### src/rtl/pipe_hazard_ctrl.sv
// Pipeline hazard controller: data/instruction stalls, load-use interlock and redirect flush.
// Define HAZARD_FWD_EN to enable operand forwarding and the one-cycle load-use stall.
module pipe_hazard_ctrl #(
    parameter int NLATCH = 4,
    parameter int CNTW   = 16
) (
    input  logic              CLK,
    input  logic              nRST,
    input  logic              ihit,
    input  logic              dhit,
    input  logic              dmem_req,
    input  logic              redirect,
    input  logic [4:0]        id_rsel1,
    input  logic [4:0]        id_rsel2,
    input  logic [4:0]        ex_wsel,
    input  logic [4:0]        mem_wsel,
    input  logic              ex_regwr,
    input  logic              mem_regwr,
    input  logic              ex_is_load,
    output logic              pc_en,
    output logic [NLATCH-1:0] stage_en,
    output logic [NLATCH-1:0] stage_flush,
    output logic [1:0]        fwd_a,
    output logic [1:0]        fwd_b,
    output logic [CNTW-1:0]   stall_cnt,
    output logic [CNTW-1:0]   flush_cnt
);

    typedef enum logic [1:0] {RUN, DSTALL, LUSTALL, FLUSH} state_t;

    state_t state_q, state_d;
    logic   redir_pend_q;

    logic raw_ex_a, raw_ex_b, raw_mem_a, raw_mem_b;
    logic raw_ex, raw_mem, lu;
    logic dstall_c, flush_c, lustall_c;
    logic is_dstall, is_flush, is_lustall, is_imiss;

    function automatic logic [CNTW-1:0] sat_inc(input logic [CNTW-1:0] v);
        return (&v) ? v : v + {{(CNTW-1){1'b0}}, 1'b1};
    endfunction

    function automatic logic [1:0] fwd_sel(input logic ex_hit, input logic mem_hit,
                                           input logic ex_load);
        if (ex_hit)
            return ex_load ? 2'b00 : 2'b01;
        else if (mem_hit)
            return 2'b10;
        else
            return 2'b00;
    endfunction

    always_comb begin
        raw_ex_a  = ex_regwr  && (ex_wsel  != 5'd0) && (ex_wsel  == id_rsel1);
        raw_ex_b  = ex_regwr  && (ex_wsel  != 5'd0) && (ex_wsel  == id_rsel2);
        raw_mem_a = mem_regwr && (mem_wsel != 5'd0) && (mem_wsel == id_rsel1);
        raw_mem_b = mem_regwr && (mem_wsel != 5'd0) && (mem_wsel == id_rsel2);
        raw_ex    = raw_ex_a | raw_ex_b;
        raw_mem   = raw_mem_a | raw_mem_b;
        lu        = raw_ex & ex_is_load;
        dstall_c  = dmem_req & ~dhit;
        // A redirect that arrived during a data stall is still owed here.
        flush_c   = redirect | redir_pend_q;
`ifdef HAZARD_FWD_EN
        lustall_c = lu && (state_q != LUSTALL);
`else
        lustall_c = raw_ex | raw_mem | lu;
`endif
    end

    always_comb begin
        is_dstall  = 1'b0;
        is_flush   = 1'b0;
        is_lustall = 1'b0;
        is_imiss   = 1'b0;
        if (dstall_c)
            is_dstall = 1'b1;
        else if (flush_c)
            is_flush = 1'b1;
        else if (lustall_c)
            is_lustall = 1'b1;
        else if (!ihit)
            is_imiss = 1'b1;
    end

    always_comb begin
        state_d = RUN;
        if (is_dstall)
            state_d = DSTALL;
        else if (is_flush)
            state_d = FLUSH;
        else if (is_lustall)
            state_d = LUSTALL;
        else if (is_imiss)
            state_d = state_q;
    end

    always_comb begin
        pc_en       = ihit;
        stage_en    = '1;
        stage_flush = '0;
        if (is_dstall) begin
            pc_en    = 1'b0;
            stage_en = '0;
        end else if (is_flush) begin
            pc_en            = 1'b1;
            stage_flush[1:0] = 2'b11;
        end else if (is_lustall) begin
            pc_en          = 1'b0;
            stage_en[0]    = 1'b0;
            stage_flush[1] = 1'b1;
        end else if (is_imiss) begin
            pc_en          = 1'b0;
            stage_flush[0] = 1'b1;
        end
        if (!nRST) begin
            pc_en       = 1'b0;
            stage_en    = '0;
            stage_flush = '1;
        end
    end

    always_comb begin
`ifdef HAZARD_FWD_EN
        fwd_a = fwd_sel(raw_ex_a, raw_mem_a, ex_is_load);
        fwd_b = fwd_sel(raw_ex_b, raw_mem_b, ex_is_load);
`else
        fwd_a = 2'b00;
        fwd_b = 2'b00;
`endif
        if (!nRST) begin
            fwd_a = 2'b00;
            fwd_b = 2'b00;
        end
    end

    always_ff @(posedge CLK or negedge nRST) begin
        if (!nRST) begin
            state_q      <= RUN;
            redir_pend_q <= 1'b0;
            stall_cnt    <= '0;
            flush_cnt    <= '0;
        end else begin
            state_q      <= state_d;
            redir_pend_q <= is_dstall & flush_c;
            if (is_dstall | is_lustall)
                stall_cnt <= sat_inc(stall_cnt);
            if (is_flush)
                flush_cnt <= sat_inc(flush_cnt);
        end
    end

endmodule
### config.mk
export PLATFORM = sky130hd
export DESIGN_NAME = pipe_hazard_ctrl
export DESIGN_NICKNAME = d
export VERILOG_FILES = /design/src/rtl/pipe_hazard_ctrl.sv
export SDC_FILE = /design/constraint.sdc
export NUM_CORES = 1
export LEC_CHECK = 0
export CORE_MARGIN = 3
export CORE_UTILIZATION = 48
export DETAILED_ROUTE_END_ITERATION = 8
export PLACE_DENSITY_LB_ADDON = 0.05
export SYNTH_ARGS = -nofsm -noshare
export SYNTH_HDL_FRONTEND = slang
export SYNTH_SLANG_ARGS = --single-unit
### constraint.sdc
create_clock -name CLK -period 5 [get_ports CLK]
set_input_delay 0.5 -clock CLK [delete_from_list [all_inputs] [get_ports CLK]]
set_output_delay 0.5 -clock CLK [all_outputs]
set_load 0.05 [all_outputs]
==> impl_metrics.csv, run 1 <==
group,metric,value,unit
timing,fin_hold_ws,0.2791,ns
timing,finalHoldViolCount,0,
setup_path,startpoint,"mem_wsel[1]",
setup_path,cp.required,4.50,ns
timing,max_freq,0.2897,GHz
pwr,finalPower,1.193,mW
setup_path,critical_path_class,"in2out",
synthesis,ys_seq_area_share,40.87,%
floorplanning,coreArea,0.003854,mm2
cts,cts_root_buf,"clkbuf_8",
setup_path,start_kind,"input port",
floorplanning,fp.dieH,70.88,um
floorplanning,dieArea,0.005024,mm2
detailed_routing,vias,1562,
cts,clk_pin_slew,0.07,ns
global_route,grt_start_max_net_pins,38,
detailed_routing,drt-pass1-iter-count,5,
final_layout,drive_gt1_share,11.97,%
synthesis,synth_warnings,0,
cts,htreeDepth,2,
final_layout,area_growth,38.39,%
detailed_routing,viasPerCell,5.088,
placed_design,gp_congestion,0.8049,
global_route,antenna_found_initial,0,
synthesis,ys_ff_latch,33,
floorplanning,io-pin-count,74,
final_layout,fin_util,72.56,%
global_route,grt_usage,18.25,%
synthesis,synth.avg_cell_area,10.58,um2
cts,cts_hold_buf,0,
detailed_routing,detail-route-antenna-nets,0,
placed_design,dp_hpwl,3172,um
floorplanning,core.rowCount,22,
setup_path,crit_slowest_cell,"clkdlybuf4s50_1",
synthesis,syn_area,0.002021,mm2
cts,cts_tree,"yes",
placed_design,place_area,0.002680,mm2
synthesis,synth_flop_cell,"dfrtp_1",
pwr,powerDensity,426.5,mW/mm2
synthesis,netlist.area_leader.share,40.87,%
placed_design,place_worst_setup_slack,1.554,ns
synthesis,yosysTopAreaCell,"dfrtp_1",
floorplanning,die_x,70.88,um
timing,tightest_slew,0.8403,ns
timing,fin_ws,1.548,ns
final_layout,finalNonFillerCells,307,
run,drv_cap,0,
pwr,irDropWorstVdd,395.8,uV
cts,clock_tree.buffer_depth,2,
detailed_routing,drt_iter0_drc,59,
setup_path,cp_max_fo,5,
setup_path,cp_num_buf_inv,3,
placed_design,port_buffers,68,
timing,maxSlewViolCount,0,
timing,clock_skew,0.009861,ns
cts,numCtsBuffers,5,
final_layout,post-route-cell-area,0.002796,mm2
synthesis,yosysUniqueCellTypes,42,
setup_path,worstPathCellList,"clkdlybuf4s50_1 > or4_1 > o21ai_2 > o22ai_4 > inv_1 > nand2_1 > a21oi_1 > clkdlybuf4s50_1",
pwr,p_leak,1.201,nW
global_route,grt_pass1_wl,7348,um
synthesis,synth_most_common_cell,"xor2_1",
timing,rsz0062_at_grt,"false",
setup_path,crit_arrival,2.95,ns
cts,cts.sinks,33,
cts,cts-resized-gates,0,
setup_path,crit_path_end_kind,"output port",
global_route,grt_pass1_vias,1583,
global_route,grt_overflow,0,
setup_path,path_common_cell,"clkdlybuf4s50_1",
timing,setup_violations,0,
synthesis,async_flop_share,100.0,%
setup_path,cpLargestDelayFamily,"buffers and inverters",
cts,insertion_delay,0.29,ns
final_layout,antenna_cells,0,
outcome,status,"finished clean",
detailed_routing,wl_per_cell,14.20,um
timing,slew_headroom,43.98,%
synthesis,synth_area_leaders,"dfrtp_1 (41%), xor2_1 (16%), xnor2_1 (5.6%), nor3_2 (4.0%), buf_4 (3.0%)",
final_layout,nets,289,
hold_path,hold_path_class,"in2async",
timing,finalCritPeriodShare,69.04,%
floorplanning,initial_utilization,52.44,%
detailed_routing,wl,4358,um
setup_path,reg2reg_from,"stall_cnt[5]",
cts,cts_setup_buffers,0,
final_layout,nFillCells,302,
timing,fin_setup_tns,0,ns
setup_path,crit_path_max_incr_delay,0.82,ns
placed_design,dp.cells,299,
synthesis,synth_edf_count,0,
synthesis,synthCells,191,
timing,fin_crit,3.452,ns
detailed_routing,route.detailed.drc,0,
synthesis,synthTopCellsByCount,"xor2_1 (36), dfrtp_1 (33), nand2_1 (16)",
[logic make-up after synthesis]
family / after synthesis / share of synthesized area, %
simple gates: 75 / 23.72
xor+xnor: 49 / 21.24
flops: 33 / 40.87
buf+inv: 16 / 5.263
compound gates: 13 / 6.191
fa+ha+maj: 2 / 1.238
mux: 2 / 1.300
other cells: 1 / 0.1856
[layout make-up]
class	instances	area, um2	area share, %
Inverter	5	18.77	0.6711
Multi-Input combinational cell	145	1100	39.33
Tap cell	48	60.06	2.148
Clock inverter	1	30.03	1.074
Timing Repair Buffer	68	675.6	24.16
Clock buffer	7	86.33	3.087
Sequential cell	33	825.8	29.53
[routing by layer]
layer  track usage (%)  wire, um  vias to the layer above
li1                  -         -                      782
met1             24.30      1960                      728
met5                 0         0                        -
met4             5.637        62                        0
met3             5.540       235                        8
met2             28.63      2100                       44
[state kept, by name, indices dropped and copies added (netlist names)]
| name | cells |
|---|---|
| flush_cnt | 16 |
| redir_pend_q | 1 |
| stall_cnt | 16 |
[report_power, final]
| group | switching (mW) | internal, mW |
|---|---|---|
| clock | 0.0970 | 0.162 |
| sequential | 0.0760 | 0.327 |
| combinational | 0.337 | 0.193 |
| total | 0.510 | 0.683 |
[placed cells by master, fill, tap and decap left out, types with 2 or more instances in the layout]
| cell | instances |
|---|---|
| nor3_1 | 4 |
| xnor2_1 | 13 |
| or4_1 | 2 |
| inv_1 | 5 |
| nand4_1 | 6 |
| conb_1 | 4 |
| clkdlybuf4s50_1 | 67 |
| nor2_1 | 9 |
| ha_1 | 2 |
| nor3_2 | 8 |
| nand2_1 | 16 |
| and3_1 | 5 |
| and4_1 | 3 |
| nor4_1 | 2 |
| nand3_1 | 8 |
| dfrtp_1 | 33 |
| clkbuf_8 | 6 |
| a22oi_1 | 2 |
| a21oi_1 | 3 |
| xor2_1 | 36 |
| o21ai_2 | 2 |
[worst paths after layout]
check	end	slack, ns	depth (start not counted)
setup / recovery	pc_en	1.55	8
hold / removal	stall_cnt[11]	0.28	1
setup reg to reg	stall_cnt[1]	2.47	7
hold reg to reg	stall_cnt[15]	0.49	1
max in group asynchronous	stall_cnt[14]	4.22	1
min in group CLK	stall_cnt[15]	0.49	1
(Power assumes the default switching activity.)
==> inputs of run 2 (changes only) <==
CORE_UTILIZATION = 45   (was 48)
clock period = 3.3 ns   (was 5 ns; I/O delays follow)
==> run 2 against run 1 <==
  * Critical path depth shrank 1
  * Register-to-register slack got worse by 1.4 ns
  * Via count rose by 0.96%
  * Largest cell class unchanged
  * Cell count rose by 2.0%
  * Design area up 0.98%
  * Routed wire length fell by 0.37%
  * Combinational power increased by 52%
  * Global-route usage is 0.94 points lower
  * Die area rose by 6.1%
  * Count of clock-buffer cells in the layout stayed put
==> impl_metrics.csv, run 2 (synthesis results as in run 1) <==
group,metric,value,unit
timing,fin_crit,2.976,ns
pwr,p_leak,1.223,nW
setup_path,crit_slowest_cell,"clkdlybuf4s50_1",
pwr,irDropWorstVdd,420.4,uV
final_layout,area_growth,39.75,%
final_layout,fin_util,67.68,%
detailed_routing,detail-route-antenna-nets,0,
cts,insertion_delay,0.28,ns
detailed_routing,route.detailed.drc,0,
cts,numCtsBuffers,5,
global_route,grt_start_max_net_pins,28,
final_layout,antenna_cells,0,
setup_path,cp.required,2.97,ns
floorplanning,dieArea,0.005330,mm2
final_layout,nets,293,
setup_path,crit_path_max_incr_delay,0.70,ns
timing,maxSlewViolCount,0,
setup_path,cp_num_buf_inv,2,
setup_path,startpoint,"mem_wsel[2]",
setup_path,start_kind,"input port",
timing,rsz0062_at_grt,"false",
cts,cts_tree,"yes",
placed_design,port_buffers,68,
timing,clock_skew,0.006253,ns
run,drv_cap,0,
final_layout,seqCellArea,825.8,um2
detailed_routing,drt-pass1-iter-count,4,
outcome,status,"finished clean",
hold_path,hold_path_class,"in2async",
global_route,antenna_found_initial,0,
detailed_routing,drt_iter0_drc,43,
floorplanning,io-pin-count,74,
floorplanning,die_x,73.01,um
final_layout,drive_gt1_share,14.07,%
floorplanning,core.rowCount,23,
placed_design,gp_congestion,0.7767,
cts,cts.sinks,33,
setup_path,cpLargestDelayFamily,"buffers and inverters",
floorplanning,initial_utilization,48.43,%
floorplanning,fp.dieH,73.01,um
final_layout,top_regs,"flush_cnt: 16 flops, stall_cnt: 16 flops, redir_pend_q: 1 flops",
setup_path,cp_max_fo,5,
setup_path,path_common_cell,"clkdlybuf4s50_1",
final_layout,nFillCells,347,
final_layout,final_common_cell,"clkdlybuf4s50_1",
timing,max_freq,0.3361,GHz
final_layout,layout_common_cells,"clkdlybuf4s50_1 (64), xor2_1 (36), dfrtp_1 (33)",
detailed_routing,viasPerCell,5.038,
detailed_routing,wl,4342,um
setup_path,reg2reg_from,"stall_cnt[5]",
final_layout,multi_input_area,0.001100,mm2
global_route,grt_pass1_wl,7127,um
timing,slew_headroom,64.16,%
detailed_routing,wl_per_cell,13.87,um
cts,cts_root_buf,"clkbuf_8",
setup_path,critical_path_class,"in2out",
setup_path,crit_arrival,2.65,ns
timing,setup_violations,0,
setup_path,crit_path_end_kind,"output port",
timing,fin_setup_tns,0,ns
placed_design,dp_hpwl,3307,um
cts,htreeDepth,2,
setup_path,worstPathCellList,"clkdlybuf4s50_1 > or4_1 > o21ai_2 > o22ai_4 > o31ai_1 > nand2_1 > clkdlybuf4s50_1",
global_route,grt_pass1_vias,1495,
global_route,grt_overflow,0,
timing,tightest_slew,0.5359,ns
timing,finalHoldViolCount,0,
detailed_routing,vias,1577,
cts,clock_tree.buffer_depth,2,
global_route,grt_usage,17.31,%
cts,clk_pin_slew,0.06,ns
pwr,powerDensity,638.7,mW/mm2
floorplanning,coreArea,0.004173,mm2
timing,finalCritPeriodShare,90.17,%
cts,cts_setup_buffers,0,
-- run 2: report_power, final --
group          leakage, nW  internal, mW  switching [mW]
sequential           0.424         0.496           0.115
combinational        0.741         0.295           0.511
clock               0.0585         0.246           0.141
-- run 2: metrics by stage --
step / hold slack (ns) / instances / worst slack [ns] / power, mW / cell area, um2
floorplan: 0.03441 / 194 / 0.9451 / 1.134 / 2032
CTS: 0.4546 / 313 / 0.3141 / 1.823 / 2824
detailed placement: 0.1953 / 304 / 0.3194 / 1.422 / 2698
finish: 0.4620 / 313 / 0.3243 / 1.804 / 2824
global route: 0.4818 / 313 / 0.2261 / 1.901 / 2824
global placement: 0.1939 / 304 / 0.3176 / 1.416 / 2698
-- run 2: layout make-up --
| type | count | share of cell area (%) |
|---|---|---|
| clock inverter | 1 | 1.063 |
| clock buffer | 7 | 3.057 |
| tap | 50 | 2.215 |
| sequential | 33 | 29.24 |
| inverter | 5 | 0.6646 |
| multi-input combinational | 145 | 38.95 |
| timing repair buffer | 72 | 24.81 |
-- run 2: timing repair --
action	in CTS	in global routing
resized for setup	0	0
hold buffers	1	0
hold endpoints to repair	6	0
-- run 2: per-layer routing --
metal  vias to the layer above  global-route usage, %  share of wire, %
met5                         -                      0                 0
met4                         0                  5.533               1.4
met3                         6                  4.821               5.8
met2                        44                  27.41                47
met1                       744                  22.83                46
li1                        783                      -                 -
-- run 2: worst paths after layout --
path,cells after the start,slack (ns),to
min in group CLK,1,0.49,stall_cnt[15]
max,7,0.32,stage_flush[1]
max in group asynchronous,3,2.24,stall_cnt[3]
min,2,0.46,flush_cnt[10]
min reg2reg,1,0.49,stall_cnt[15]
max reg2reg,8,1.06,stall_cnt[8]
